$ cat config.mk
export PLATFORM = sky130hd
export DESIGN_NAME = inertial_fusion_mc
export DESIGN_NICKNAME = d
export VERILOG_FILES = /design/src/rtl/inertial_fusion_mc.sv
export SDC_FILE = /design/constraint.sdc
export NUM_CORES = 1
export LEC_CHECK = 0
export CAP_MARGIN = 20
export CELL_PAD_IN_SITES_DETAIL_PLACEMENT = 2
export CELL_PAD_IN_SITES_GLOBAL_PLACEMENT = 2
export CORE_ASPECT_RATIO = 1.1
export CORE_MARGIN = 5
export CORE_UTILIZATION = 43
export CTS_CLUSTER_SIZE = 20
export DETAILED_ROUTE_END_ITERATION = 10
export DONT_BUFFER_PORTS = 1
export PLACE_DENSITY = 0.82
export SLEW_MARGIN = 20
export SYNTH_ARGS = -nofsm -noshare
export SYNTH_HDL_FRONTEND = slang
export SYNTH_SLANG_ARGS = --single-unit
$ cat constraint.sdc
create_clock -name clk -period 18.15 [get_ports clk]
set_input_delay 3.63 -clock clk [delete_from_list [all_inputs] [get_ports clk]]
set_output_delay 3.63 -clock clk [all_outputs]
set_load 0.01 [all_outputs]
$ cat src/rtl/inertial_fusion_mc.sv
// ----------------------------------------------------------------------------
// inertial_fusion_mc
// Per-axis complementary filter. Each axis integrates the offset-corrected gyro
// rate and is pulled towards the accelerometer-derived angle by a fixed step
// per sample. A calibration mode averages 2^CAL_LOG2 samples to learn new
// gyro and accel offsets.
//
// Build option: define INERTIAL_SAT_EN to clamp integrator overflow and
// report it on sat. Without it the integrators wrap and sat reads 0.
//
// Ports
//   clk        system clock, rising edge
//   rst        synchronous active-high reset
//   vld        one-cycle strobe, new rt/acc samples present
//   rt         NUM_CH x signed 16-bit gyro rates, channel k at [16k+15:16k]
//   acc        NUM_CH x signed 16-bit accel readings, same packing
//   cal_start  request offset calibration
//   cal_busy   high while calibrating
//   cal_done   one-cycle pulse when calibration completes
//   ang        NUM_CH x signed 16-bit fused angles (integrator top 16 bits)
//   ang_vld    one-cycle strobe, ang was updated
//   sat        sticky per-channel saturation flags
//
// state | meaning
// RUN   | integrate on every vld, accept cal_start
// CAL   | accumulate offset sums, integrators hold
// ----------------------------------------------------------------------------
module inertial_fusion_mc #(
   parameter int NUM_CH     = 2,
   parameter int RT_OFFSET  = 80,
   parameter int ACC_OFFSET = 160,
   parameter int ACC_GAIN   = 327,
   parameter int FUSE_STEP  = 1024,
   parameter int INT_W      = 27,
   parameter int CAL_LOG2   = 8
) (
   input  logic                   clk,
   input  logic                   rst,
   input  logic                   vld,
   input  logic [NUM_CH*16-1:0]   rt,
   input  logic [NUM_CH*16-1:0]   acc,
   input  logic                   cal_start,
   output logic                   cal_busy,
   output logic                   cal_done,
   output logic [NUM_CH*16-1:0]   ang,
   output logic                   ang_vld,
   output logic [NUM_CH-1:0]      sat
);

   localparam int AW    = INT_W + 2;
   localparam int SUM_W = 16 + CAL_LOG2;

   localparam logic signed [AW-1:0] STEP_P  = AW'(FUSE_STEP);
   localparam logic signed [AW-1:0] STEP_N  = AW'(-FUSE_STEP);
   localparam logic signed [AW-1:0] INT_MAX = AW'((longint'(1) <<< (INT_W - 1)) - 1);
   localparam logic signed [AW-1:0] INT_MIN = AW'(-(longint'(1) <<< (INT_W - 1)));

   typedef enum logic {RUN, CAL} state_t;

   state_t                     state;
   logic [CAL_LOG2-1:0]        cnt;
   logic signed [INT_W-1:0]    int_q   [NUM_CH];
   logic signed [15:0]         rt_off  [NUM_CH];
   logic signed [15:0]         acc_off [NUM_CH];
   logic signed [SUM_W-1:0]    rt_sum  [NUM_CH];
   logic signed [SUM_W-1:0]    acc_sum [NUM_CH];

   logic [NUM_CH*INT_W-1:0]    int_nxt;
   logic [NUM_CH*SUM_W-1:0]    rt_sum_add;
   logic [NUM_CH*SUM_W-1:0]    acc_sum_add;
   logic [NUM_CH-1:0]          ovf;

   for (genvar k = 0; k < NUM_CH; k++) begin : g_ch
      logic signed [15:0]    rt_k, acc_k, ang_k;
      logic signed [16:0]    rc, d;
      logic signed [31:0]    prod, a, ang_ext;
      logic signed [AW-1:0]  sum;

      assign rt_k    = rt[16*k +: 16];
      assign acc_k   = acc[16*k +: 16];
      assign ang_k   = int_q[k][INT_W-1 -: 16];
      assign rc      = 17'(rt_k) - 17'(rt_off[k]);
      assign d       = 17'(acc_k) - 17'(acc_off[k]);
      assign prod    = 32'(d) * 32'(ACC_GAIN);
      assign a       = prod >>> 12;
      assign ang_ext = 32'(ang_k);
      // Ties (a == ang) pull downwards.
      assign sum     = AW'(int_q[k]) - AW'(rc) + ((a > ang_ext) ? STEP_P : STEP_N);

`ifdef INERTIAL_SAT_EN
      assign ovf[k] = (sum > INT_MAX) || (sum < INT_MIN);
      assign int_nxt[k*INT_W +: INT_W] = (sum > INT_MAX) ? INT_W'(INT_MAX) :
                                         (sum < INT_MIN) ? INT_W'(INT_MIN) :
                                                           INT_W'(sum);
`else
      assign ovf[k] = 1'b0;
      assign int_nxt[k*INT_W +: INT_W] = INT_W'(sum);
`endif

      assign rt_sum_add[k*SUM_W +: SUM_W]  = rt_sum[k] + SUM_W'(rt_k);
      assign acc_sum_add[k*SUM_W +: SUM_W] = acc_sum[k] + SUM_W'(acc_k);
      assign ang[16*k +: 16] = ang_k;
   end

   always_ff @(posedge clk) begin
      if (rst) begin
         state    <= RUN;
         cnt      <= '0;
         cal_busy <= 1'b0;
         cal_done <= 1'b0;
         ang_vld  <= 1'b0;
         sat      <= '0;
         for (int k = 0; k < NUM_CH; k++) begin
            int_q[k]   <= '0;
            rt_off[k]  <= 16'(RT_OFFSET);
            acc_off[k] <= 16'(ACC_OFFSET);
            rt_sum[k]  <= '0;
            acc_sum[k] <= '0;
         end
      end else begin
         ang_vld  <= 1'b0;
         cal_done <= 1'b0;
         case (state)
            RUN: begin
               if (cal_start) begin
                  state    <= CAL;
                  cal_busy <= 1'b1;
                  cnt      <= '0;
                  sat      <= '0;
                  for (int k = 0; k < NUM_CH; k++) begin
                     rt_sum[k]  <= '0;
                     acc_sum[k] <= '0;
                  end
               end else if (vld) begin
                  ang_vld <= 1'b1;
                  sat     <= sat | ovf;
                  for (int k = 0; k < NUM_CH; k++)
                     int_q[k] <= int_nxt[k*INT_W +: INT_W];
               end
            end
            CAL: begin
               if (vld) begin
                  cnt <= cnt + 1'b1;
                  for (int k = 0; k < NUM_CH; k++) begin
                     rt_sum[k]  <= rt_sum_add[k*SUM_W +: SUM_W];
                     acc_sum[k] <= acc_sum_add[k*SUM_W +: SUM_W];
                  end
                  if (cnt == '1) begin
                     state    <= RUN;
                     cal_busy <= 1'b0;
                     cal_done <= 1'b1;
                     // Top 16 bits of the final sum = arithmetic shift by CAL_LOG2.
                     for (int k = 0; k < NUM_CH; k++) begin
                        rt_off[k]  <= rt_sum_add[k*SUM_W + CAL_LOG2 +: 16];
                        acc_off[k] <= acc_sum_add[k*SUM_W + CAL_LOG2 +: 16];
                        int_q[k]   <= '0;
                     end
                  end
               end
            end
            default: state <= RUN;
         endcase
      end
   end

endmodule

==> results of run 1 <==
-- per-stage QoR --
| stage | utilization [%] | area, µm² | hold WS, ps | setup slack [ps] |
|---|---|---|---|---|
| after floorplan | - | 24820 | 441.3 | 3327 |
| after global placement | 44.51 | 25460 | 454.5 | 2540 |
| after detailed placement | 44.51 | 25460 | 462.3 | 1936 |
| after CTS | 46.28 | 26480 | 475.5 | 2370 |
| after global routing | 46.28 | 26480 | 491.3 | 1874 |
| final | 46.28 | 26480 | 475.2 | 2392 |
-- registers in the layout, indices dropped and copies added (netlist names) --
register  cells
state         1
acc_off      32
acc_sum      48
cal_done      1
cnt           8
rt_sum       48
cal_busy      1
ang_vld       1
int_q        54
rt_off       32
-- layout make-up --
cell class,count,area [µm²],area share (%)
Multi-Input combinational cell,1882,16110,60.84
Tap cell,752,940.9,3.554
Clock buffer,30,750.7,2.835
Timing Repair Buffer,8,60.06,0.2268
Sequential cell,226,6666,25.18
Clock inverter,26,264.0,0.9971
Inverter,449,1688,6.375
-- placed cells by master (no fill, tap or decap), types with 20 or more instances in the layout --
| cell type | count |
|---|---|
| fa_1 | 156 |
| o211ai_1 | 21 |
| a31oi_1 | 20 |
| nor2b_1 | 30 |
| and3_1 | 26 |
| o21ai_0 | 66 |
| nand3_1 | 40 |
| clkbuf_16 | 30 |
| o21a_1 | 45 |
| nand4_1 | 24 |
| xor2_1 | 74 |
| o21ai_1 | 30 |
| edfxtp_1 | 214 |
| o21bai_1 | 22 |
| nand2_1 | 97 |
| nor2_1 | 219 |
| a21o_1 | 76 |
| nand2b_1 | 23 |
| a211oi_1 | 21 |
| and2_1 | 39 |
| inv_1 | 443 |
| a21oi_1 | 141 |
| ha_1 | 385 |
| xnor2_1 | 107 |
| nor3_1 | 66 |
-- logic make-up after synthesis --
group | share of synthesized area [%]
AOI/OAI and AO/OA | 13.66
xor gates and xnor gates | 6.453
other | 0.01511
muxes | 0.1764
buffers and inverters | 8.339
adders and majority gates | 31.99
DFF | 26.86
and+or+nand+nor | 12.50
-- worst max-delay path by stage --
stage	start	end	slack [ps]
global route	acc[0]	int_q[0][26]$_SDFFCE_PP0P_	1870
detailed placement	acc[0]	int_q[0][26]$_SDFFCE_PP0P_	1940
floorplan	acc[0]	int_q[0][26]$_SDFFCE_PP0P_	3330
CTS	acc[0]	int_q[0][26]$_SDFFCE_PP0P_	2370
finish	acc[0]	int_q[0][26]$_SDFFCE_PP0P_	2390
global placement	acc[0]	int_q[0][26]$_SDFFCE_PP0P_	2540
-- synth_stat cells (26+ instances only) --
library cell    n
xor2_1         74
buf_4          34
xnor2_1       107
and3_1         26
fa_1          156
edfxtp_1      214
o21ai_0        66
nor2_1        220
clkbuf_1       30
nor2b_1        30
nand2_1        97
o21a_1         45
nand3_1        40
a21o_1         77
nor3_1         66
ha_1          385
inv_1         444
and2_1         39
a21oi_1       141
o21ai_1        30
-- critical path: cells and delay by family --
family,cells,cell delay [ps]
fa+ha+maj,12,5160
compound gates,17,4130
simple gates,11,2360
xor+xnor,1,580
buf+inv,4,200
mux,1,140
-- routing by layer --
layer	vias up	wire length, µm	GRT usage (%)
met1	9756	30040	26.70
met5	-	13	0
met3	123	2248	3.117
met4	2	2295	6.817
met2	231	42220	48.37
li1	8950	-	-
==> summary.md, run 1 <==
| Metric | Value |
|---|---|
| Status | finished, final reports clean |
| Hold/Removal Path Class | flip-flop to flip-flop |
| Cell count after synthesis | between 2000 and 3000 |
| Initial antenna violation count | 2 |
| Starting Density | a little over two fifths |
| Row count | 92 |
| Antenna Cells | 0 |
| Number of buffers inserted by port buffering | 0 |
| Synth Flop Type | edfxtp_1 |
| Number of buffers created by CTS | 30 |
| RSZ-0062 raised after global routing | false |
| CP endpoint kind | flip-flop |
| Pin count of the biggest net entering global routing | 67 |
| Post-synth top area cell | edfxtp_1 |
| Worst relative slew slack | roughly 31% |
| Hold Startpoint | cnt[5]$_SDFFE_PP0P_ |
| Worst Skew | a little under 40 ps |
| Area grow syn2layout | 6.690% |
| Via count of the first global-routing pass | about 22000 |
| DRT iter0 DRCs | approximately 600 |
| Drt total wl | roughly 77000 µm |
| Die ar. | around 63000 µm² |
| Yosys cell types | 76 |
| CP max-delay cell | fa_1 |
| Worst Path Required | 18610 ps |
| Syn. warnings | 0 |
| Yosys top cell area share | 25.89% |
| Layout cell share with drive strength beyond 1 | 2.938% |
| Post-CTS sizing | 0 |
| Die height | about 260 µm |
| Clock Tree Root | clkbuf_16 |
| Fill cells | roughly 6000 |
| DIE WIDTH | between 200 and 250 µm |
| Flop2flop setup slack | 5070 ps |
| Post-route DRC | 0 |
| DP HPWL | about 60000 µm |
| GR Overflow Total | 0 |
| GPL Wtd Cong | around 0.87 |
| Max clock buf depth | 3 |
| Hold Path Stages | 1 |
| Maximum clock rate | 0.06346 GHz |
| Core area | ~57000 µm² |
| Via count of the routed design | ~19000 |
| Asr flop ratio synth | 0% |
| MaxCap Viol Count | 0 |
| Final ANT Viol Nets | 0 |
| Drt first pass iters | 4 |
| Ranking of synthesized cells by area | edfxtp_1 (26%), ha_1 (19%), fa_1 (13%) |
| Vias per cell | approximately 5.7 |
| Worst-Skew Late Latency | roughly 610 ps |
| Top Ports | 105 |
| Post-synthesis sequential area ratio | a little over a quarter |
| CTS sink cnt | 226 |
| Post-Layout Cell Count | approximately 3400 |
| # Post-CTS Setup Buffers | 0 |
| Clock-pin transition on the worst setup and hold timing paths | 60 ps |
| FF+latch count, synth | ~230 |
| Placed cell count | ~3300 |
| Nets | ~3200 |
| Global-route wire length before repair | between 100000 and 150000 µm |
| Avg WL per Cell | around 23 µm |
| Critical path type | input pin to flip-flop |
| CTS hold repair buffers | 0 |
| FF-to-FF End | int_q[0][26]$_SDFFCE_PP0P_ |
| CTS tree | yes |
| Post-Syn Area | between 20000 and 25000 µm² |
| Final Max Tran Viols | 0 |
| Period minus WS final | 15760 ps |
| Worst R2R Path Depth | between 40 and 50 |
| Worst Tran Pin Value | between 1000 and 1500 ps |
| CP Data Arrival Time | ~16000 ps |
| Final Hold Viols | 0 |
| Setup TNS | 0 ps |
| # setup viols final | 0 |
| Worst R2R Start | acc_off[0][0]$_SDFFCE_PN0P_ |
| Number of flops mapped to enable cells by yosys | 214 |
| H-tree Lvls | 1 |
| Syn avg cell area | between 9 and 10 µm² |
| Global-route usage over all layers | between 20% and 30% |
| Crit path launch type | input pin |
| CP max FO | 12 |
| WHS Endpoint | cnt[5]$_SDFFE_PP0P_ |
| Worst stage delay on the critical path | just under 1000 ps |
| Final Cycle Share | approximately 87% |
Power of run 1 is not shown: default switching activity piles up to over one toggle a cycle in this logic, so the estimate is an artifact.
==> run 2, diff against run 1 <==
--- a/config.mk
+++ b/config.mk
@@ -5,16 +5,18 @@
 export SDC_FILE = /design/constraint.sdc
 export NUM_CORES = 1
 export LEC_CHECK = 0
+export ABC_AREA = 1
 export CAP_MARGIN = 20
 export CELL_PAD_IN_SITES_DETAIL_PLACEMENT = 2
 export CELL_PAD_IN_SITES_GLOBAL_PLACEMENT = 2
 export CORE_ASPECT_RATIO = 1.1
 export CORE_MARGIN = 5
-export CORE_UTILIZATION = 43
+export CORE_UTILIZATION = 40
 export CTS_CLUSTER_SIZE = 20
 export DETAILED_ROUTE_END_ITERATION = 10
 export DONT_BUFFER_PORTS = 1
-export PLACE_DENSITY = 0.82
+export GPL_ROUTABILITY_DRIVEN = 0
+export PLACE_DENSITY = 0.81
 export SLEW_MARGIN = 20
 export SYNTH_ARGS = -nofsm -noshare
 export SYNTH_HDL_FRONTEND = slang
==> constraint.sdc (replaced) <==
create_clock -name clk -period 18.15 [get_ports clk]
set_input_delay 5.445 -clock clk [delete_from_list [all_inputs] [get_ports clk]]
set_output_delay 5.445 -clock clk [all_outputs]
set_load 0.01 [all_outputs]
==> run 2 against run 1 <==
  * Cell count rose by 24%
  * Synthesized cell count rose by 26%
  * Count of clock-buffer cells in the layout rose by 12
  * Non-clock buffer count rose by 1
  * Global-route usage rose by 0.32 points
==> summary.md, run 2 <==
| Metric | Value |
|---|---|
| Final Hold Viols | 0 |
| Status | finished, final reports clean |
| Setup TNS | 0 ps |
| Period minus WS final | 16270 ps |
| DP HPWL | ~72000 µm |
| Drt total wl | just under 90000 µm |
| Post-Syn Area | about 26000 µm² |
| Post-synth top area cell | edfxtp_1 |
| Die ar. | 71410 µm² |
| Antenna Cells | 0 |
| CP most frequent cell | nand2_1 |
| Worst Path Required | 18490 ps |
| Asr flop ratio synth | 0% |
| Worst stage delay on the critical path | roughly 860 ps |
| Syn. warnings | 0 |
| Register area | ~6700 µm² |
| Final ANT Viol Nets | 0 |
| Cell count after synthesis | 3300 |
| MaxCap Viol Count | 0 |
| Number of flops mapped to enable cells by yosys | roughly 210 |
| CTS sink cnt | 226 |
| # Post-CTS Setup Buffers | 0 |
| Clock Tree Root | clkbuf_16 |
| Synth Flop Type | edfxtp_1 |
| Count leader, synth | inv_1 |
| Top register by number of flip-flops | int_q |
| Via count of the routed design | approximately 23000 |
| H-tree Lvls | 1 |
| Area grow syn2layout | 6.936% |
| Global-route wire length before repair | 141200 µm |
| Avg WL per Cell | roughly 21 µm |
| Layout cell share with drive strength beyond 1 | under 10% |
| Hold/Removal Path Class | flip-flop to flip-flop |
| Final Cycle Share | 89.63% |
| CP endpoint kind | flip-flop |
| Post-route DRC | 0 |
| # setup viols final | 0 |
| Critical path type | input pin to flip-flop |
| Syn avg cell area | 8.020 µm² |
| Max reg flops | 54 |
| CP max FO | 15 |
| Final Max Tran Viols | 0 |
| Number of buffers created by CTS | 31 |
| Core area | between 60000 and 70000 µm² |
| Multi-input gate area | approximately 17000 µm² |
| RSZ-0062 raised after global routing | false |
| Most frequent cells after synthesis | inv_1 (692), nand2_1 (475), ha_1 (385) |
| Yosys top cell area share | about 24% |
| GR Overflow Total | 0 |
| Initial antenna violation count | 1 |
| CTS hold repair buffers | 0 |
| Top Ports | ~110 |
| Post-synthesis sequential area ratio | between 20% and 30% |
| FF+latch count, synth | about 230 |
| DRT iter0 DRCs | ~750 |
| Die height | ~280 µm |
| Post-CTS sizing | 0 |
| Max clock buf depth | 3 |
| CP max-delay cell | fa_1 |
| DIE WIDTH | 255.3 µm |
| Ranking of synthesized cells by area | edfxtp_1 (24%), ha_1 (18%), fa_1 (12%) |
| Pin count of the biggest net entering global routing | between 60 and 70 |
| Worst-Skew Late Latency | approximately 600 ps |
| CP Data Arrival Time | ~17000 ps |
| CTS tree | yes |
| Drt first pass iters | 5 |
| Number of buffers inserted by port buffering | 0 |
| Nets | around 3900 |
| Worst Tran Pin Value | about 1000 ps |
| Row count | between 90 and 100 |
| Global-route usage over all layers | 24.58% |
| Via count of the first global-routing pass | around 27000 |
| Final core occ | between 40% and 50% |
| Yosys cell types | 57 |
| Clock-pin transition on the worst setup and hold timing paths | 60 ps |
| Maximum clock rate | 0.06147 GHz |
| Fill cells | 7601 |
| Worst Skew | approximately 35 ps |
| Crit path launch type | input pin |
| Starting Density | between 40% and 50% |
| Commonest non-fill, non-tap cell in the layout | inv_1 |
| Vias per cell | between 5 and 6 |
| Biggest regs | int_q: 54 flops, acc_sum: 48 flops, rt_sum: 48 flops |
| Commonest non-fill, non-tap cells in the layout | inv_1 (691), nand2_1 (473), ha_1 (385), a21oi_1 (298), nor2_1 (293) |
| Worst relative slew slack | 30.01% |
[run 2: cell count changes in the layout (fill, tap and decap cells not counted), sizes merged, moves of 27 or more]
cell	before	now
and2	39	7
nand3	40	114
xor2	74	47
o21a	46	19
nor2	220	296
nand2	97	483
a21oi	141	303
inv	448	698
xnor2	108	44
nor2b	30	1
a21o	77	23
o21ai	96	198
[run 2: metal layers]
layer  up-vias  wire length (µm)  global-route usage, %
met5         -                 0                      0
met4         0              3516                  8.355
met3       169              2584                  2.934
met2       294             49060                  49.29
met1     11408             33770                  26.04
li1      10829                 -                      -
[run 2: area by class of cell]
type                            instances  share of cell area [%]
Clock inverter                         16                  0.5924
Inverter                              698                   9.262
Timing Repair Buffer                    9                  0.2387
Clock buffer                           42                   2.993
Tap cell                              858                   3.793
Sequential cell                       226                   23.56
Multi-Input combinational cell       2319                   59.56
[run 2: stage by stage]
stage | hold slack [ps] | area (µm²) | instances | setup WS (ps)
floorplan | 453.2 | 26470 | 3301 | 3265
global placement | 464.6 | 27290 | 4110 | 2128
detailed placement | 492.6 | 27290 | 4110 | 1294
CTS | 507.2 | 28300 | 4168 | 1893
global route | 549.7 | 28300 | 4168 | 831.7
finish | 500.2 | 28300 | 4168 | 1882
[run 2: worst max-delay path: cells and delay by family]
family	cells	cell delay [ps]
compound gates	5	740
simple gates	26	4370
fa+ha+maj	12	5420
buf+inv	7	600
[run 2: final timing paths]
check / start / end / slack (ps) / cells past startpoint
max: acc[16] / int_q[0][53]$_SDFFCE_PP0P_ / 1880 / 50
min: cnt[4]$_SDFFE_PP0P_ / cnt[4]$_SDFFE_PP0P_ / 500 / 2
max reg2reg: acc_off[0][16]$_SDFFCE_PN0P_ / int_q[0][53]$_SDFFCE_PP0P_ / 6290 / 49
min reg2reg: cnt[4]$_SDFFE_PP0P_ / cnt[4]$_SDFFE_PP0P_ / 500 / 2
[run 2: cells by family (layout without fill, tap and decap cells)]
kind of cell	Yosys count	after routing	share of synthesized area, %
and+or+nand+nor	1039	1039	16.48
adders and majority gates	541	541	30.00
AOI/OAI and AO/OA	646	646	13.91
DFF	226	226	25.19
xor gates and xnor gates	91	91	3.182
buffers and inverters	756	765	11.22
other	1	2	0.01417
Power of run 2 is left out for the same reason.
==> run 3, diff against run 2 <==
==> constraint.sdc (replaced) <==
create_clock -name clk -period 16.95 [get_ports clk]
set_input_delay 5.085 -clock clk [delete_from_list [all_inputs] [get_ports clk]]
set_output_delay 5.085 -clock clk [all_outputs]
set_load 0.01 [all_outputs]
==> run 3 against run 2 <==
  * Global-route usage decreased by 0.41 points
  * Die area did not move
  * Hold slack gained 16 ps
  * Routed wire length fell by 1.2%
  * Count of clock-buffer cells in the layout is 8 lower
  * Utilization grew 0.15 points
==> summary.md, run 3 (synthesis gave the netlist of run 2 again) <==
| Metric | Value |
|---|---|
| Worst relative slew slack | 29.22% |
| Number of buffers created by CTS | 30 |
| Crit path launch type | input pin |
| CTS sink cnt | roughly 230 |
| Post-CTS sizing | 0 |
| Delay-heaviest family, CP | adder cells |
| Clock-pin transition on the worst setup and hold timing paths | around 60 ps |
| Post-Layout Cell Count | roughly 4200 |
| Worst Tran Pin Value | 1062 ps |
| Hold/Removal Path Class | flip-flop to flip-flop |
| CP Data Arrival Time | between 15000 and 20000 ps |
| Status | finished, final reports clean |
| Final Hold Viols | 0 |
| Worst-Skew Late Latency | ~580 ps |
| DRT iter0 DRCs | approximately 690 |
| H-tree Lvls | 1 |
| Fill cells | between 7000 and 8000 |
| Worst Skew | approximately 10 ps |
| Biggest regs | int_q: 54 flops, acc_sum: 48 flops, rt_sum: 48 flops |
| CP most frequent cell | inv_1 |
| Final Max Tran Viols | 0 |
| Final core occ | 43.02% |
| Flop2flop setup slack | approximately 5100 ps |
| MaxCap Viol Count | 0 |
| Pin count of the biggest net entering global routing | between 60 and 70 |
| CP max FO | 12 |
| DIE WIDTH | 255.3 µm |
| CP max-delay cell | fa_1 |
| RSZ-0062 raised after global routing | false |
| CTS tree | yes |
| Setup TNS | 0 ps |
| Drt first pass iters | 6 |
| DP HPWL | ~72000 µm |
| Clock Tree Root | clkbuf_16 |
| Worst R2R Path Depth | 50 |
| Nets | 3894 |
| Placed cell count | 4111 |
| Layout cell share with drive strength beyond 1 | under 10% |
| Post-route DRC | 0 |
| Avg WL per Cell | 21.07 µm |
| Max reg flops | 54 |
| Maximum clock rate | about 0.063 GHz |
| WHS Endpoint | cnt[0]$_SDFFE_PP0P_ |
| Worst R2R Start | acc_off[0][16]$_SDFFCE_PN0P_ |
| CP endpoint kind | flip-flop |
| Initial antenna violation count | 0 |
| Row count | between 90 and 100 |
| Starting Density | about two fifths |
| Multi-input gate area | 16860 µm² |
| Period minus WS final | between 15000 and 20000 ps |
| CP bufs+invs | 9 |
| Top Ports | about 110 |
| Commonest non-fill, non-tap cells in the layout | inv_1 (691), nand2_1 (473), ha_1 (385), a21oi_1 (298), nor2_1 (293) |
| Hold Path Stages | 1 |
| Via count of the routed design | ~23000 |
| GR Overflow Total | 0 |
| FF-to-FF End | int_q[0][53]$_SDFFCE_PP0P_ |
| Hold Startpoint | cnt[0]$_SDFFE_PP0P_ |
| Via count of the first global-routing pass | between 20000 and 30000 |
| Area grow syn2layout | 7.318% |
| Core area | approximately 66000 µm² |
| Top register by number of flip-flops | int_q |
| Final Cycle Share | 93.96% |
| Max clock buf depth | 3 |
| Die ar. | around 71000 µm² |
| Critical path type | input pin to flip-flop |
| # Post-CTS Setup Buffers | 0 |
| Global-route wire length before repair | between 100000 and 150000 µm |
| Commonest non-fill, non-tap cell in the layout | inv_1 |
| Final ANT Viol Nets | 0 |
| Drt total wl | 87820 µm |
| Register area | roughly 6700 µm² |
| Die height | 279.8 µm |
| Worst stage delay on the critical path | around 850 ps |
| # setup viols final | 0 |
| Number of buffers inserted by port buffering | 0 |
| CTS hold repair buffers | 0 |
| Global-route usage over all layers | between 20 and 25% |
| Vias per cell | approximately 5.4 |
| Worst Path Required | 17260 ps |
[run 3: cell types whose count changed in the layout (fill, tap and decap cells not counted), moves of 2 or more]
cell	previous run	this run
bufinv_16	3	8
clkbuf_8	3	0
clkbuf_1	8	3
inv_6	2	0
clkinv_2	6	9
[run 3: per-layer routing]
metal  part of all wire (%)  GRT usage, %
met3                    2.7         2.953
met4                    3.8         8.204
met2                     56         48.71
met5                      0             0
met1                     38         25.37
[run 3: worst max-delay path by stage]
stage | from | end | depth (start not counted)
floorplan | acc[16] | int_q[0][53]$_SDFFCE_PP0P_ | 49
global placement | acc[16] | int_q[0][49]$_SDFFCE_PP0P_ | 51
detailed placement | acc[16] | int_q[0][49]$_SDFFCE_PP0P_ | 51
CTS | acc[16] | int_q[0][53]$_SDFFCE_PP0P_ | 51
global route | acc[16] | int_q[0][53]$_SDFFCE_PP0P_ | 51
finish | acc[16] | int_q[0][53]$_SDFFCE_PP0P_ | 51
[run 3: area by class of cell]
cell class	count	area share, %
multi-input combinational	2319	59.35
sequential	226	23.47
inverter	698	9.229
tap	858	3.780
clock buffer	34	2.771
clock inverter	22	1.123
timing repair buffer	10	0.2643
antenna	1	0.008811
[run 3: per-stage QoR]
stage	hold WS, ps	area (µm²)	setup slack (ps)
after global routing	555.6	28400	70.40
after CTS	515.5	28400	950.7
after detailed placement	498.0	27290	416.6
final	516.1	28400	1024
after floorplan	453.2	26470	2425
after global placement	466.5	27290	890.1
Power of run 3 is left out for the same reason.
